--- config.mk ---
export PLATFORM = sky130hd
export DESIGN_NAME = mips_mem_loader
export DESIGN_NICKNAME = d
export VERILOG_FILES = /design/src/rtl/mips_mem_loader.sv
export SDC_FILE = /design/constraint.sdc
export NUM_CORES = 1
export LEC_CHECK = 0
export CAP_MARGIN = 10
export CORE_ASPECT_RATIO = 1.1
export CORE_UTILIZATION = 30
export CTS_CLUSTER_DIAMETER = 120
export DETAILED_ROUTE_END_ITERATION = 16
export SYNTH_ARGS = -nofsm -noshare
export SYNTH_HDL_FRONTEND = slang
export SYNTH_SLANG_ARGS = --single-unit
--- constraint.sdc ---
create_clock -name clock -period 4.09 [get_ports clock]
set_input_delay 0.6135 -clock clock [delete_from_list [all_inputs] [get_ports clock]]
set_output_delay 0.6135 -clock clock [all_outputs]
set_load 0.05 [all_outputs]
--- src/rtl/mips_mem_loader.sv ---
// rtl/mips_mem_loader.sv - byte-stream program/data loader for instruction and data memory
//
// Purpose: parses frames of CMD, ADDR, CNT_H, CNT_L and 4*count data bytes from a
// byte stream. It assembles big-endian 32-bit words and writes them to imem or dmem
// at consecutive word addresses. It holds the core stalled until an 'R' command arrives.
//
// Ports:
//   clock, reset         rising-edge clock, asynchronous active-high reset
//   in_data/in_valid     stream byte and its qualifier
//   in_ready             byte accepted on an edge where in_valid & in_ready
//   imem_we/dmem_we      one-cycle write strobes (never both high)
//   mem_addr/mem_wdata   word address and assembled word for the active strobe
//   core_hold            1 = core stalled
//   busy                 frame in progress
//   load_done            pulses with the final write, or alone for a zero-count frame
//   bad_cmd              pulses after an unknown command byte is consumed
module mips_mem_loader #(
  parameter int ADDR_W = 8,
  parameter int CNT_W  = 16
) (
  input  logic              clock,
  input  logic              reset,
  input  logic [7:0]        in_data,
  input  logic              in_valid,
  output logic              in_ready,
  output logic              imem_we,
  output logic              dmem_we,
  output logic [ADDR_W-1:0] mem_addr,
  output logic [31:0]       mem_wdata,
  output logic              core_hold,
  output logic              busy,
  output logic              load_done,
  output logic              bad_cmd
);

  typedef enum logic [2:0] {
    S_IDLE,
    S_ADDR,
    S_CNT_H,
    S_CNT_L,
    S_DATA
  } state_t;

  localparam logic [7:0] CMD_IMEM = 8'h49;
  localparam logic [7:0] CMD_DMEM = 8'h44;
  localparam logic [7:0] CMD_RUN  = 8'h52;

  state_t              state_q, state_d;
  logic                tgt_dmem_q, tgt_dmem_d;
  logic [CNT_W-1:0]    cnt_q, cnt_d;
  logic [1:0]          idx_q, idx_d;
  logic [23:0]         word_q, word_d;
  logic [ADDR_W-1:0]   addr_q, addr_d;
  logic [31:0]         wdata_q, wdata_d;
  logic                imem_we_q, imem_we_d;
  logic                dmem_we_q, dmem_we_d;
  logic                hold_q, hold_d;
  logic                done_q, done_d;
  logic                bad_q, bad_d;
  logic                ready_q, ready_d;
  logic                accept;
  logic [CNT_W-1:0]    cnt_full;

  assign accept   = in_valid & ready_q;
  assign cnt_full = cnt_q | CNT_W'(in_data);

  always_ff @(posedge clock or posedge reset) begin
    if (reset) begin
      state_q    <= S_IDLE;
      tgt_dmem_q <= 1'b0;
      cnt_q      <= '0;
      idx_q      <= '0;
      word_q     <= '0;
      addr_q     <= '0;
      wdata_q    <= '0;
      imem_we_q  <= 1'b0;
      dmem_we_q  <= 1'b0;
      hold_q     <= 1'b1;
      done_q     <= 1'b0;
      bad_q      <= 1'b0;
      ready_q    <= 1'b1;
    end else begin
      state_q    <= state_d;
      tgt_dmem_q <= tgt_dmem_d;
      cnt_q      <= cnt_d;
      idx_q      <= idx_d;
      word_q     <= word_d;
      addr_q     <= addr_d;
      wdata_q    <= wdata_d;
      imem_we_q  <= imem_we_d;
      dmem_we_q  <= dmem_we_d;
      hold_q     <= hold_d;
      done_q     <= done_d;
      bad_q      <= bad_d;
      ready_q    <= ready_d;
    end
  end

  always_comb begin
    state_d    = state_q;
    tgt_dmem_d = tgt_dmem_q;
    cnt_d      = cnt_q;
    idx_d      = idx_q;
    word_d     = word_q;
    addr_d     = addr_q;
    wdata_d    = wdata_q;
    imem_we_d  = 1'b0;
    dmem_we_d  = 1'b0;
    hold_d     = hold_q;
    done_d     = 1'b0;
    bad_d      = 1'b0;
    ready_d    = 1'b1;

    // The address advances as the memory captures the current word.
    if (imem_we_q || dmem_we_q) begin
      addr_d = addr_q + 1'b1;
    end

    if (accept) begin
      unique case (state_q)
        S_IDLE: begin
          if (in_data == CMD_IMEM || in_data == CMD_DMEM) begin
            tgt_dmem_d = (in_data == CMD_DMEM);
            hold_d     = 1'b1;
            state_d    = S_ADDR;
          end else if (in_data == CMD_RUN) begin
            hold_d = 1'b0;
          end else begin
            bad_d = 1'b1;
          end
        end
        S_ADDR: begin
          addr_d  = ADDR_W'(in_data);
          state_d = S_CNT_H;
        end
        S_CNT_H: begin
          cnt_d   = CNT_W'({in_data, 8'h00});
          state_d = S_CNT_L;
        end
        S_CNT_L: begin
          cnt_d = cnt_full;
          idx_d = '0;
          if (cnt_full == '0) begin
            done_d  = 1'b1;
            state_d = S_IDLE;
          end else begin
            state_d = S_DATA;
          end
        end
        S_DATA: begin
          idx_d  = idx_q + 1'b1;
          word_d = {word_q[15:0], in_data};
          if (idx_q == 2'd3) begin
            wdata_d   = {word_q, in_data};
            imem_we_d = ~tgt_dmem_q;
            dmem_we_d = tgt_dmem_q;
            // Stall one cycle so the address increment lands before the next word.
            ready_d   = 1'b0;
            cnt_d     = cnt_q - 1'b1;
            if (cnt_q == CNT_W'(1)) begin
              done_d  = 1'b1;
              state_d = S_IDLE;
            end
          end
        end
        default: state_d = S_IDLE;
      endcase
    end
  end

  assign in_ready  = ready_q;
  assign imem_we   = imem_we_q;
  assign dmem_we   = dmem_we_q;
  assign mem_addr  = addr_q;
  assign mem_wdata = wdata_q;
  assign core_hold = hold_q;
  assign busy      = (state_q != S_IDLE);
  assign load_done = done_q;
  assign bad_cmd   = bad_q;

endmodule

# After elaboration in Yosys (flattened, before gate mapping)
# Cells that the tools add are included.
# Widths: inputs -> output; s select.
[word_totals]
output_inout_bits = 47
elab_cells = 77
inputBits = 11
register_bits = 92
[classes]
mux = 31
n_bitwise = 3
n_addsub = 3
n_reduce_logical = 15
n_eq_ne = 12
[ops]
columns = ["cell", "count"]
rows = [
  ["$pmux 16 s3", 1],
  ["$eq 8x7->1 const B", 3],
  ["$mux 8", 3],
  ["$mux 1", 19],
  ["$eq 16x1->1 const B", 1],
  ["$logic_not 16->1", 1],
  ["$mux 16", 1],
  ["$or 16x8->16", 1],
  ["$sub 16x1->16 const B", 1],
  ["$pmux 3 s5", 1],
  ["$mux 3", 4],
  ["$reduce_and 3->1", 4],
  ["$add 8x1->8 const B", 1],
  ["$eq 3x2->1 const B", 2],
  ["$ne 2x2->1 const B", 3],
  ["$reduce_bool 3->1", 2],
  ["$pmux 2 s2", 1],
  ["$reduce_and 2->1", 2],
  ["$reduce_and 4->1", 1],
  ["$reduce_bool 2->1", 2],
  ["$eq 3x1->1 const B", 1],
  ["$eq 3x3->1 const B", 1],
  ["$logic_not 3->1", 1],
  ["$add 2x1->2 const B", 1],
  ["5 further kinds", 6],
]

# Logic depth before layout (Yosys ltp)
# Gate-level depths: netlist of run 1.
[logic_depth]
word_depth = 5
ltp_mapped = 8
ltp_nobuf = 6

# Worst setup path after synthesis of run 1
# Ideal clock, no wire load.
[synth_path]
path_type = "register -> register"
start = "register ready_q, in the netlist in_ready"
end = "register word_q[0]"
path_slack_ns = 2.221
period_less_slack_ns = 1.869
stages_incl_launch_ff = 6
setup_time_ns = 0.125
required_time_ns = 3.965
arrival_time_ns = 1.744
cell_sequence = "dfstp_2 nand2_1 nor2_8 buf_6 buf_4 mux2_2"
[synth_between]
elab_chain_len = 2
[synth_lines]
columns = ["item", "line_no", "source"]
rows = [
  ["start: declaration", "60", "logic ready_q, ready_d;"],
  ["start signal: assignment", "95", "ready_q <= ready_d;"],
  ["$and 1x1->1", "64", "assign accept = in_valid & ready_q;"],
  ["$reduce_and 2->1 (no line)", "--", ""],
  ["end signal: assignment", "87", "word_q <= word_d;"],
  ["end: declaration", "52", "logic [23:0] word_q, word_d;"],
]
# Every way passes these cells.
# A chain may end at the register's enable or synchronous reset.

# Worst setup path in the final report of run 1
[layout_path]
start = "register state_q[1]"
end = "register wdata_q[9], in the netlist mem_wdata[9]"
[layout_between]
elab_chain_len = 2
[layout_lines]
columns = ["item", "line_no", "source"]
rows = [
  ["start: declaration", "48", "state_t state_q, state_d;"],
  ["start signal: assignment", "83", "state_q <= state_d;"],
  ["$eq 3x3->1", "120", "unique case (state_q)"],
  ["$reduce_and 3->1 (no line)", "--", ""],
  ["end signal: assignment", "89", "wdata_q <= wdata_d;"],
  ["end: declaration", "54", "logic [31:0] wdata_q, wdata_d;"],
]
# Every way passes these cells.

==> flow_summary.ini, run 1 <==
[run_status]
status = completed

[power_and_ir_drop]
p_leak_nw = 2.44
powerDensity_nw_per_um2 = 598
p_total_mw = 3.20
ir_drop_v = 0.000215

[grt]
antenna_found_initial = 0
grt_pass1_wl_um = 15900
grt_usage = 0.139
grt_pass1_vias = 3097
grt_max_degree = 46
globalRouteOverflowTotal = 0

[critical_path]
slowest_stage = or3b_1
path_class = flip-flop to flip-flop
startpoint_type = flip-flop
cp.required_ns = 4.31
crit_fanout = 36
cp.arrival_ns = 3.04
cp-end-kind = flip-flop
max_stage_delay_ns = 0.74
crit_chain = or3b_1 -> nor2_8 -> nand2_4 -> mux2_4

[finish]
final_cell_mix = dfrtp_1, clkdlybuf4s50_1, nor2_1, mux2_2, mux2_4
diodes = 0
num-fill-cells = 1415
final_cells = 610
final_layout_size_suffix_gt1_frac = 0.197
fin_area_um2 = 5360
syn_to_final_growth_pct = 22.9
final_common_cell = dfrtp_1
fin_util = 0.384
fin_nets = 432

[routing]
dr.pass1.iters = 4
vias = 3060
ant_nets = 0
dr.first_iter.drc_count = 296
drt-total-wl_um = 9700
dr_wl_met3_um = 707
met1Wirelength_um = 4260
top_layer_used = met4
routed_via_density = 5.02
route.detailed.drc = 0
avgRoutedWirePerCell_um = 15.9
wl_met2_um = 4530

[sta]
finalHoldViolCount = 0
rsz0062_at_grt = false
fin_ws_ns = 1.27
relSlewSlack = 0.222
period_share = 0.690
finClkSkew_ns = 0.00397
report.final.setup_viol = 0
report.final.slew_viol_count = 0
tightest_slew_ns = 1.16
fmax_mhz = 355
holdWs_ns = 0.498
period_needed_ns = 2.82
finalSetupTns_ns = 0

[cts]
cts_root_buf = clkbuf_16
cts_tree = done
insertion_delay_ns = 0.34
path_clk_slew_ns = 0.06
clock-sinks = 92
cts_buffer_depth = 2
cts_setup_buffers = 0
hold_buffers = 0
numCtsBuffers = 9
htreeDepth = 3
cts_resized = 0

[logic_synthesis]
yosys_warnings = 0
syn_nets = 379
synth-main-ff-cell = dfrtp_1
syn_area_um2 = 4360
synth_cells = 364
synth_cell_types = 51
synth-seq-cells = 92
synthArstFlopShare = 1.00
synth_edf_count = 0
avgSynthCellArea_um2 = 12.0
synth_seq_area_share = 0.529

[place]
post-place-ws_ns = 1.16
dp.cells = 594
portBuffers = 57
gp_congestion = 0.778
dp_hpwl_um = 6580
placed_area_um2 = 5070

[job]
drv_cap = 0

[floorplan]
die_x_um = 117
fp-row-count = 45
die_h_um = 128
ios = 58
die-area_um2 = 15000
initial_core_util = 0.312
core_area_um2 = 14000

[hold_path]
hold_class = flip-flop to flip-flop
report_power, final:
part           switching, mW  leakage [nW]  internal [mW]
Sequential             0.227          1.21           1.13
Combinational          0.630          1.09          0.423
Clock                  0.355         0.145          0.435
Total                   1.21          2.44           1.99
worst paths after layout:
| check | start | to | slack, ns | cells past startpoint |
|---|---|---|---|---|
| max | state_q[1]$_DFFE_PP0P_ | mem_wdata[9]$_DFFE_PP0P_ | 1.27 | 4 |
| min reg2reg | tgt_dmem_q$_DFFE_PP0P_ | imem_we$_DFF_PP0_ | 0.50 | 1 |
| max in group asynchronous | reset | in_ready$_DFF_PP1_ | 2.51 | 3 |
| max reg2reg | state_q[1]$_DFFE_PP0P_ | mem_wdata[9]$_DFFE_PP0P_ | 1.27 | 4 |
| min | tgt_dmem_q$_DFFE_PP0P_ | imem_we$_DFF_PP0_ | 0.50 | 1 |
| min in group asynchronous | reset | mem_addr[2]$_DFF_PP0_ | 0.73 | 2 |
metal layers:
metal	global-route usage	vias to the layer above
met2	0.215	105
li1	-	1432
met5	0	-
met1	0.186	1508
met3	0.0344	15
met4	0.0596	0
worst max-delay path, delay by kind of cell (launching register included):
| family | cells | cell delay [ns] |
|---|---|---|
| simple gates | 3 | 1.73 |
| flops | 1 | 0.49 |
| mux | 1 | 0.44 |
state kept, by name, indices dropped and copies added (netlist names), 2 cells and up:
signal / count
mem_addr: 8
mem_wdata: 32
cnt_q: 16
idx_q: 2
word_q: 24
state_q: 3
kinds of logic after synthesis:
kind of cell / count (synthesis) / synth area share
muxes: 61 / 0.179
DFF: 92 / 0.529
AOI/OAI and AO/OA: 67 / 0.102
xor gates and xnor gates: 7 / 0.0141
buffers and inverters: 25 / 0.0324
adders and majority gates: 4 / 0.0115
and+or+nand+nor: 108 / 0.132
area by class of cell:
cell class	instances	area, um^2	area share
Tap cell	188	235	0.0439
Clock buffer	10	239	0.0446
Multi-Input combinational cell	247	1910	0.357
Clock inverter	6	47.5	0.00888
Inverter	8	31.3	0.00584
Sequential cell	92	2300	0.430
Timing Repair Buffer	59	586	0.109
cells in the mapped netlist (6+ instances only):
library cell  number  share of area
mux2_4            26          0.090
mux2_2            31          0.080
a31oi_1            6         0.0086
dfrtp_1           90           0.52
nand2_1           18          0.016
inv_1              8         0.0069
nand3_1           10          0.011
nor2_1            33          0.028
a21oi_1           18          0.021
nor3_1            11          0.013
o22a_1             6          0.012
o21ai_0           14          0.016
clkbuf_1           8         0.0069
No activity file was read; power rests on OpenSTA's default activity.
==> inputs of run 2 (changes only) <==
Clock period 4.09 ns to 2.7 ns, I/O delays scaled along.
==> run 2 against run 1 <==
Core utilization increased by 0.58 points; cell count increased by 1.1%; die area unchanged; clock skew is 0.0028 ns higher; global-route usage is 0.057 points lower; critical endpoint is now busy; largest power group unchanged.
==> flow_summary.ini, run 2 (same netlist as run 1, synthesis figures left out) <==
[grt]
grt_max_degree = 45
grt_usage = 0.139
grt_pass1_wl_um = 15900
globalRouteOverflowTotal = 0
grt_pass1_vias = 3086
antenna_found_initial = 0

[critical_path]
rr_startpoint = state_q[1]$_DFFE_PP0P_
crit_fanout = 10
path_class = flip-flop to output pin
cp.required_ns = 2.30
worst_r2r_path_depth = 4
cp.arrival_ns = 1.85
cp-end-kind = output pin
startpoint_type = flip-flop
cp-startpoint = state_q[1]$_DFFE_PP0P_
reg2reg_to = mem_wdata[18]$_DFFE_PP0P_
rrSetupSlack_ns = 0.64

[cts]
clock-sinks = 92
path_clk_slew_ns = 0.06
cts_resized = 0
insertion_delay_ns = 0.34
htreeDepth = 3
cts_buffer_depth = 2
numCtsBuffers = 9
cts_setup_buffers = 0
hold_buffers = 0
cts_tree = done
cts_root_buf = clkbuf_16

[finish]
largest_register_ffs = 32
fin_nets = 440
fin_area_um2 = 5440
num-fill-cells = 1400
syn_to_final_growth_pct = 24.7
fin_util = 0.389
final_cell_mix = dfrtp_1, clkdlybuf4s50_1, nor2_1, mux2_2, mux2_4
diodes = 0
final_common_cell = dfrtp_1
final_layout_size_suffix_gt1_frac = 0.205

[sta]
tightest_slew_ns = 0.692
finClkSkew_ns = 0.00678
finalSetupTns_ns = 0
relSlewSlack = 0.539
report.final.setup_viol = 0
fmax_mhz = 444
period_needed_ns = 2.25
period_share = 0.835
report.final.slew_viol_count = 0
finalHoldViolCount = 0
rsz0062_at_grt = false

[place]
portBuffers = 57
placed_area_um2 = 5140
dp_hpwl_um = 6590
gp_congestion = 0.818

[floorplan]
initial_core_util = 0.312
core_area_um2 = 14000
fp-row-count = 45
die-area_um2 = 15000
die_x_um = 117
die_h_um = 128
ios = 58

[routing]
avgRoutedWirePerCell_um = 15.6
routed_via_density = 5.00
drt-total-wl_um = 9620
vias = 3082
ant_nets = 0
dr.first_iter.drc_count = 198
route.detailed.drc = 0
dr.pass1.iters = 4

[power_and_ir_drop]
p_leak_nw = 2.48
powerDensity_nw_per_um2 = 906
p_total_mw = 4.93
ir_drop_v = 0.000378

[job]
drv_cap = 0

[hold_path]
hold_class = input pin to asynchronous set/reset pin

[run_status]
status = completed
-- run 2: changes by cell type in the layout (fill, tap and decap cells not counted) --
cell,change
inv_8,-1
bufinv_16,+1
clkinvlp_4,+2
buf_12,+1
buf_4,+7
clkbuf_1,+2
clkinv_4,-2
clkinv_2,-3
-- run 2: per-layer routing --
metal | GRT usage | vias to the layer above | routed length, um
li1 | - | 1450 | -
met5 | 0 | - | 0
met1 | 0.178 | 1537 | 4360
met3 | 0.0273 | 18 | 422
met4 | 0.0640 | 0 | 216
met2 | 0.226 | 77 | 4620
-- run 2: layout make-up --
class	instances	area [um^2]	area share
Timing Repair Buffer	67	658	0.121
Clock inverter	3	46.3	0.00852
Clock buffer	12	246	0.0453
Multi-Input combinational cell	247	1910	0.352
Sequential cell	92	2300	0.424
Tap cell	188	235	0.0433
Inverter	8	33.8	0.00621
-- run 2: how the worst max path moves through the flow --
stage | end | slack [ns] | cells past startpoint
after floorplan | word_q[0]$_DFFE_PP0P_ | 0.83 | 5
after global placement | mem_wdata[3]$_DFFE_PP0P_ | 0.46 | 5
after global routing | busy | 0.38 | 3
after CTS | busy | 0.42 | 3
final | busy | 0.45 | 3
after detailed placement | mem_wdata[20]$_DFFE_PP0P_ | 0.43 | 5
-- run 2: worst max-delay path: stages (launching register included) --
cell,delay (ns)
dfrtp_1,0.53
nor2_1,0.10
nand2_1,0.09
clkdlybuf4s50_1,0.80
-- run 2: metrics by stage --
stage          setup WS [ns]  cells  hold WS, ns
2_1_floorplan          0.831    364        0.440
3_3_place_gp           0.464    602        0.486
3_5_place_dp           0.433    602        0.484
4_1_cts                0.425    617        0.470
5_1_grt                0.381    617        0.504
6_report               0.447    617        0.455
-- run 2: power by group --
part | switching [mW] | total (mW) | leakage [nW] | internal, mW
logic | 0.940 | 1.63 | 1.13 | 0.692
registers | 0.339 | 2.05 | 1.21 | 1.72
clock network | 0.499 | 1.24 | 0.139 | 0.741
total | 1.78 | 4.93 | 2.48 | 3.15
==> edit 1: new RTL, flow settings as in run 1 <==
The parameter `ADDR_W` goes from 8 to 9.
--- a/src/rtl/mips_mem_loader.sv
+++ b/src/rtl/mips_mem_loader.sv
@@ -15,7 +15,7 @@
 //   load_done            pulses with the final write, or alone for a zero-count frame
 //   bad_cmd              pulses after an unknown command byte is consumed
 module mips_mem_loader #(
-  parameter int ADDR_W = 8,
+  parameter int ADDR_W = 9,
   parameter int CNT_W  = 16
 ) (
   input  logic              clock,
Interface: changed (resized mem_addr); port bits go from 58 to 59. No check against the original RTL was run, so the function may have changed too.
==> edit 1 against run 1 <==
Routed wire length up 0.74%. Register-to-register slack better by 0.50 ns. Sequential share of layout area down 0.33 points. Worst setup slack better by 0.20 ns. Sequential cell count up 1. Area after synthesis up 2.1%. Critical path type is now flip-flop to output port. Synthesized cell count up 19%. Total power up 30%. Design area up 1.9%. Count of clock-buffer cells in the layout down 1. Largest cell class unchanged. Utilization down 0.59 points. Fmax up 7.6%.
==> edit 1: results (changes against run 1) <==
* Seq/Total Area, Yosys at 0.523 (-0.00538)
* First-pass GRT wire length at 16.3 mm (+2.2%)
* Max reg flops at 32 (unchanged)
* Slowest library cell on the worst path: clkdlybuf4s50_1
* Synth cell types at 60 (+18%)
* Commonest cells post-synth: 120 x nand2_1, 91 x dfrtp_1, 26 x nor2_1, 22 x o21ai_0, 19 x mux2_4
* Ranking of synthesized cells by area: dfrtp_1 51%, nand2_1 10%, mux2_4 6.4%, o21ai_0 2.5%, nor2_1 2.2%
* Crit Path Max Fanout at 13 (-64%)
* DR iter-0 viols at 193 (-35%)
* Post CTS Setup Buffer Count at 0 (unchanged)
* Async S/R FF share, synth at 1.00 (unchanged)
* Post-CTS resize count at 0 (unchanged)
* Net Count, Synth at 447 (+18%)
* Mean Syn Cell Area at 10.3 um^2 (-14%)
* HPWL Detailed at 6.56 mm (-0.34%)
* Vias per Instance at 4.84 (-3.5%)
* Worst path arrival time at 2.01 ns (-1.03 ns)
* Worst path max stage delay at 0.72 ns (-0.02 ns)
* Share of cells above drive strength 1 at 0.122 (-0.0748)
* Largest net degree at the start of global routing at 52 (+13%)
* Routed wire length at 9.77 mm (+0.74%)
* Initial antenna violation count at 0 (unchanged)
* Gr usage total at 0.135 (-0.00456)
* Clock buffer depth at 2 (unchanged)
* Commonest register cell after synthesis: dfrtp_1
* CTS clk-pin slew, worst paths at 0.06 ns (about the same)
* Count leader, synth: nand2_1
* Wire per inst at 14.5 um (-9.1%)
* Dpl cells at 661 (+11%)
* Antenna Cells at 0 (unchanged)
* Worst slew margin at 0.302 (+0.0800)
* Outcome: completed
* Num CTS Buffers at 9 (unchanged)
* Initial DRT Pass Iterations at 4 (unchanged)
* Skew final at 0.00542 ns (+0.00145 ns)
* Leakage Power at 0.00240 uW (-1.9%)
* Worst min path class: flip-flop to flip-flop
* Synth warnings at 0 (unchanged)
* Maximum vdd drop at 236 uV (+9.6%)
* I/O Buffers at 58 (+1.8%)
* Clk_lat worst skew at 0.34 ns (about the same)
* Layout Nets at 495 (+15%)
* H-tree depth at 3 (unchanged)
* Clock root buffer: clkbuf_16
* Vias in the first global route at 3177 (+2.6%)
* RePlAce Congestion at 0.790 (+1.5%)
## edit 1: cell types whose count changed after synthesis, moves of 5 or more
| cell | run 1 | this run |
|---|---|---|
| buf_2 | 2 | 7 |
| mux2_4 | 26 | 19 |
| mux2_2 | 31 | 7 |
| o21ai_0 | 14 | 22 |
| nor2_1 | 33 | 26 |
| nand2_1 | 18 | 120 |
| nor3_1 | 11 | 4 |
## edit 1: power breakdown
group | leakage [uW] | switching [uW] | total (uW) | internal, uW
logic | 0.00112 | 1120 | 1780 | 660
registers | 0.00113 | 287 | 1550 | 1260
clock network | 0.000148 | 364 | 842 | 478
## edit 1: cells by family (layout without fill, tap and decap cells)
family | Yosys count | in the layout | share of synthesized area
AO/OA/AOI/OAI | 73 | 73 | 0.107
buffers and inverters | 29 | 81 | 0.0380
XOR/XNOR | 7 | 7 | 0.0138
flip-flops | 93 | 93 | 0.523
AND/OR/NAND/NOR | 199 | 199 | 0.222
multiplexers | 27 | 27 | 0.0841
adder cells (fa/ha/maj) | 4 | 4 | 0.0112
## edit 1: final cells by class
class                   count  area [um^2]
fillers                  1389         8990
flip-flops and latches     93         2330
multi-input cells         310         1950
repair buffers             61          616
well taps                 192          240
clock buffers               9          225
clock inverters             6         72.6
inverters                   5         20.0
## edit 1: stage by stage
step / worst slack, ns / utilization / total power [uW] / hold WS (ns) / area [um^2]
2_1_floorplan: 1.06 / - / 2800 / 0.418 / 4450
3_3_place_gp: 1.55 / 0.357 / 3330 / 0.450 / 5160
3_5_place_dp: 1.48 / 0.357 / 3360 / 0.452 / 5160
4_1_cts: 1.45 / 0.378 / 4210 / 0.470 / 5460
5_1_grt: 1.39 / 0.378 / 4400 / 0.484 / 5460
6_report: 1.47 / 0.378 / 4180 / 0.467 / 5460
## edit 1: final timing paths
kind	from	to	slack, ns	cells past startpoint
max	state_q[2]	busy	1.47	2
min	word_q[18]	mem_wdata[26]	0.47	2
max reg2reg	state_q[1]	word_q[21]	1.77	3
min reg2reg	word_q[18]	mem_wdata[26]	0.47	2
max in group asynchronous	reset	cnt_q[3]	2.62	3
min in group asynchronous	reset	mem_wdata[27]	0.75	2
## edit 1: metal layers
layer  vias up  GRT usage  wire, um
li1       1590          -         -
met1      1590      0.171      4570
met2        70      0.220      4570
met3        21     0.0245       388
met4         0     0.0724       246
met5         -          0         0
## edit 1: worst max-delay path: cells and delay by family (launching register included)
| family | cells | cell delay [ns] |
|---|---|---|
| buffers and inverters | 1 | 0.72 |
| flip-flops | 1 | 0.50 |
| AND/OR/NAND/NOR | 1 | 0.45 |
==> edit 2: new RTL, settings of run 1 <==
Made on the original files. The 5 states of `state_t` get a one-hot encoding in 5 bits.
--- a/src/rtl/mips_mem_loader.sv
+++ b/src/rtl/mips_mem_loader.sv
@@ -33,12 +33,12 @@
   output logic              bad_cmd
 );
 
-  typedef enum logic [2:0] {
-    S_IDLE,
-    S_ADDR,
-    S_CNT_H,
-    S_CNT_L,
-    S_DATA
+  typedef enum logic [4:0] {
+    S_IDLE  = 5'b00001,
+    S_ADDR  = 5'b00010,
+    S_CNT_H = 5'b00100,
+    S_CNT_L = 5'b01000,
+    S_DATA  = 5'b10000
   } state_t;
 
   localparam logic [7:0] CMD_IMEM = 8'h49;
Behaviour: no difference found for any inputs over 10 cycles, from zero or initial values and one cycle with reset high; not proved beyond that.
==> edit 2 against run 1 <==
Critical path depth unchanged. Register-to-register slack better by 0.30 ns. Count of clock-buffer cells in the layout down 1. Worst setup slack worse by 0.35 ns. Design area up 0.42%. Area after synthesis down 0.75%. Global-route usage up 0.26 points. Via count up 4.1%. Sequential cell count up 2. Routed wire length up 1.6%. Highest routed layer unchanged.
Power is not compared: it rests on default switching activity, and its combinational part moved more than twofold at a synthesized area within 25%.
==> edit 2: results (changes against run 1) <==
* Post-Synthesis Cells at 383 (+5.2%)
* DR vias at 3185 (+4.1%)
* Antenna Cells at 0 (unchanged)
* Post CTS Setup Buffer Count at 0 (unchanged)
* Largest net degree at the start of global routing at 44 (-4.3%)
* Reg-to-reg slack, setup at 1.57 ns (+0.30 ns)
* Commonest cells post-synth: 91 x dfrtp_1, 54 x mux2_2, 32 x nand2_1, 29 x o21ai_0, 28 x nor2_1
* Reg2reg end: state_q[4]
* Net Count, Synth at 398 (+5.0%)
* DP Area at 5070 um^2 (about the same)
* Critical Path Source: state_q[3]
* Crit Path Max Fanout at 10 (-72%)
* Seq/Total Area, Yosys at 0.545 (+0.0158)
* Clk_lat worst skew at 0.34 ns (about the same)
* HPWL Detailed at 6.77 mm (+2.9%)
* Worst slack, placed at 1.17 ns (+0.00197 ns)
* Clock buffer depth at 2 (unchanged)
* Clock root buffer: clkbuf_16
* Gr usage total at 0.142 (+0.00260)
* Layout Nets at 448 (+3.7%)
* H-tree depth at 3 (unchanged)
* Vias in the first global route at 3057 (-1.3%)
* CTS clk-pin slew, worst paths at 0.06 ns (about the same)
* Worst path arrival time at 2.56 ns (-0.48 ns)
* Max reg flops at 32 (unchanged)
* RePlAce Congestion at 0.824 (+5.8%)
* Ranking of synthesized cells by area: dfrtp_1 53%, mux2_2 14%, o21ai_0 3.4%, nand2_1 2.8%, nor2_1 2.4%
* Switching Share at 0.271
* Worst min path class: flip-flop to flip-flop
* Num CTS Buffers at 9 (unchanged)
* Worst r2r path cells at 5 (+1)
* First-pass GRT wire length at 16.1 mm (+1.3%)
* Share of cells above drive strength 1 at 0.196 (-0.000335)
* Synth cell types at 56 (+9.8%)
* Outcome: completed
* Dpl cells at 610 (+2.7%)
* Worst slew pin tran at 0.968 ns (-0.190 ns)
* Finished Layout Cells at 626 (+2.6%)
* Wire per inst at 15.7 um (-0.98%)
* Leakage Power at 0.00238 uW
* DR iter-0 viols at 146 (-51%)
* Critical Path Sink: busy
* Skew final at 0.00739 ns (+0.00341 ns)
* FMAX at 0.315 GHz (-11%)
* Post-CTS resize count at 0 (unchanged)
* Reg-to-reg startpoint: cnt_q[0]
-- edit 2: cell count changes after synthesis, sizes merged, moves of 5 or more --
| cell | run 1 | this run |
|---|---|---|
| nand2 | 19 | 33 |
| clkbuf | 8 | 15 |
| o21ai | 14 | 29 |
| nor2 | 34 | 28 |
| o22a | 6 | 1 |
-- edit 2: power groups by stage --
stage | registers (uW) | clock network (uW) | logic [uW]
6_report | 999 | 846 | 261
5_1_grt | 1000 | 909 | 285
4_1_cts | 998 | 870 | 264
3_5_place_dp | 1020 | 0 | 263
3_3_place_gp | 1010 | 0 | 259
2_1_floorplan | 1050 | 0 | 144
-- edit 2: layer usage --
metal	vias to the layer above	wire length, um	track usage
li1	1489	-	-
met1	1612	4610	0.190
met2	72	4770	0.226
met3	12	329	0.0270
met4	0	145	0.0543
met5	-	0	0
-- edit 2: worst max-delay path, stage by stage (launching register included) --
cell and delay (ns):
dfrtp_1 0.50, or3_4 0.44, nor3b_1 0.45, inv_1 0.10
clkdlybuf4s50_1 0.72
-- edit 2: cells by family after synthesis --
group,share of synthesized area
adders and majority gates,0.0116
xor gates and xnor gates,0.0182
DFF,0.545
muxes,0.148
buffers and inverters,0.0292
AOI/OAI and AO/OA,0.123
and+or+nand+nor,0.125
-- edit 2: worst min-delay path by stage --
stage	from	endpoint	cells after the start	slack [ns]
6_report	tgt_dmem_q	imem_we	1	0.46
3_5_place_dp	tgt_dmem_q	imem_we	1	0.44
3_3_place_gp	tgt_dmem_q	imem_we	1	0.43
4_1_cts	tgt_dmem_q	imem_we	1	0.46
5_1_grt	tgt_dmem_q	imem_we	1	0.49
2_1_floorplan	tgt_dmem_q	imem_we	1	0.42
-- edit 2: per-stage QoR --
step,total power (uW),util
floorplan,1190,-
global placement,1270,0.363
detailed placement,1280,0.363
CTS,2130,0.385
global route,2200,0.385
finish,2110,0.385
-- edit 2: area by class of cell --
type                       instances  area (um^2)
clock inverter                     7         78.8
timing repair buffer              62          608
tap                              188          235
clock buffer                       9          225
sequential                        94         2360
multi-input combinational        258         1840
inverter                           8         31.3
fill                            1415         8590
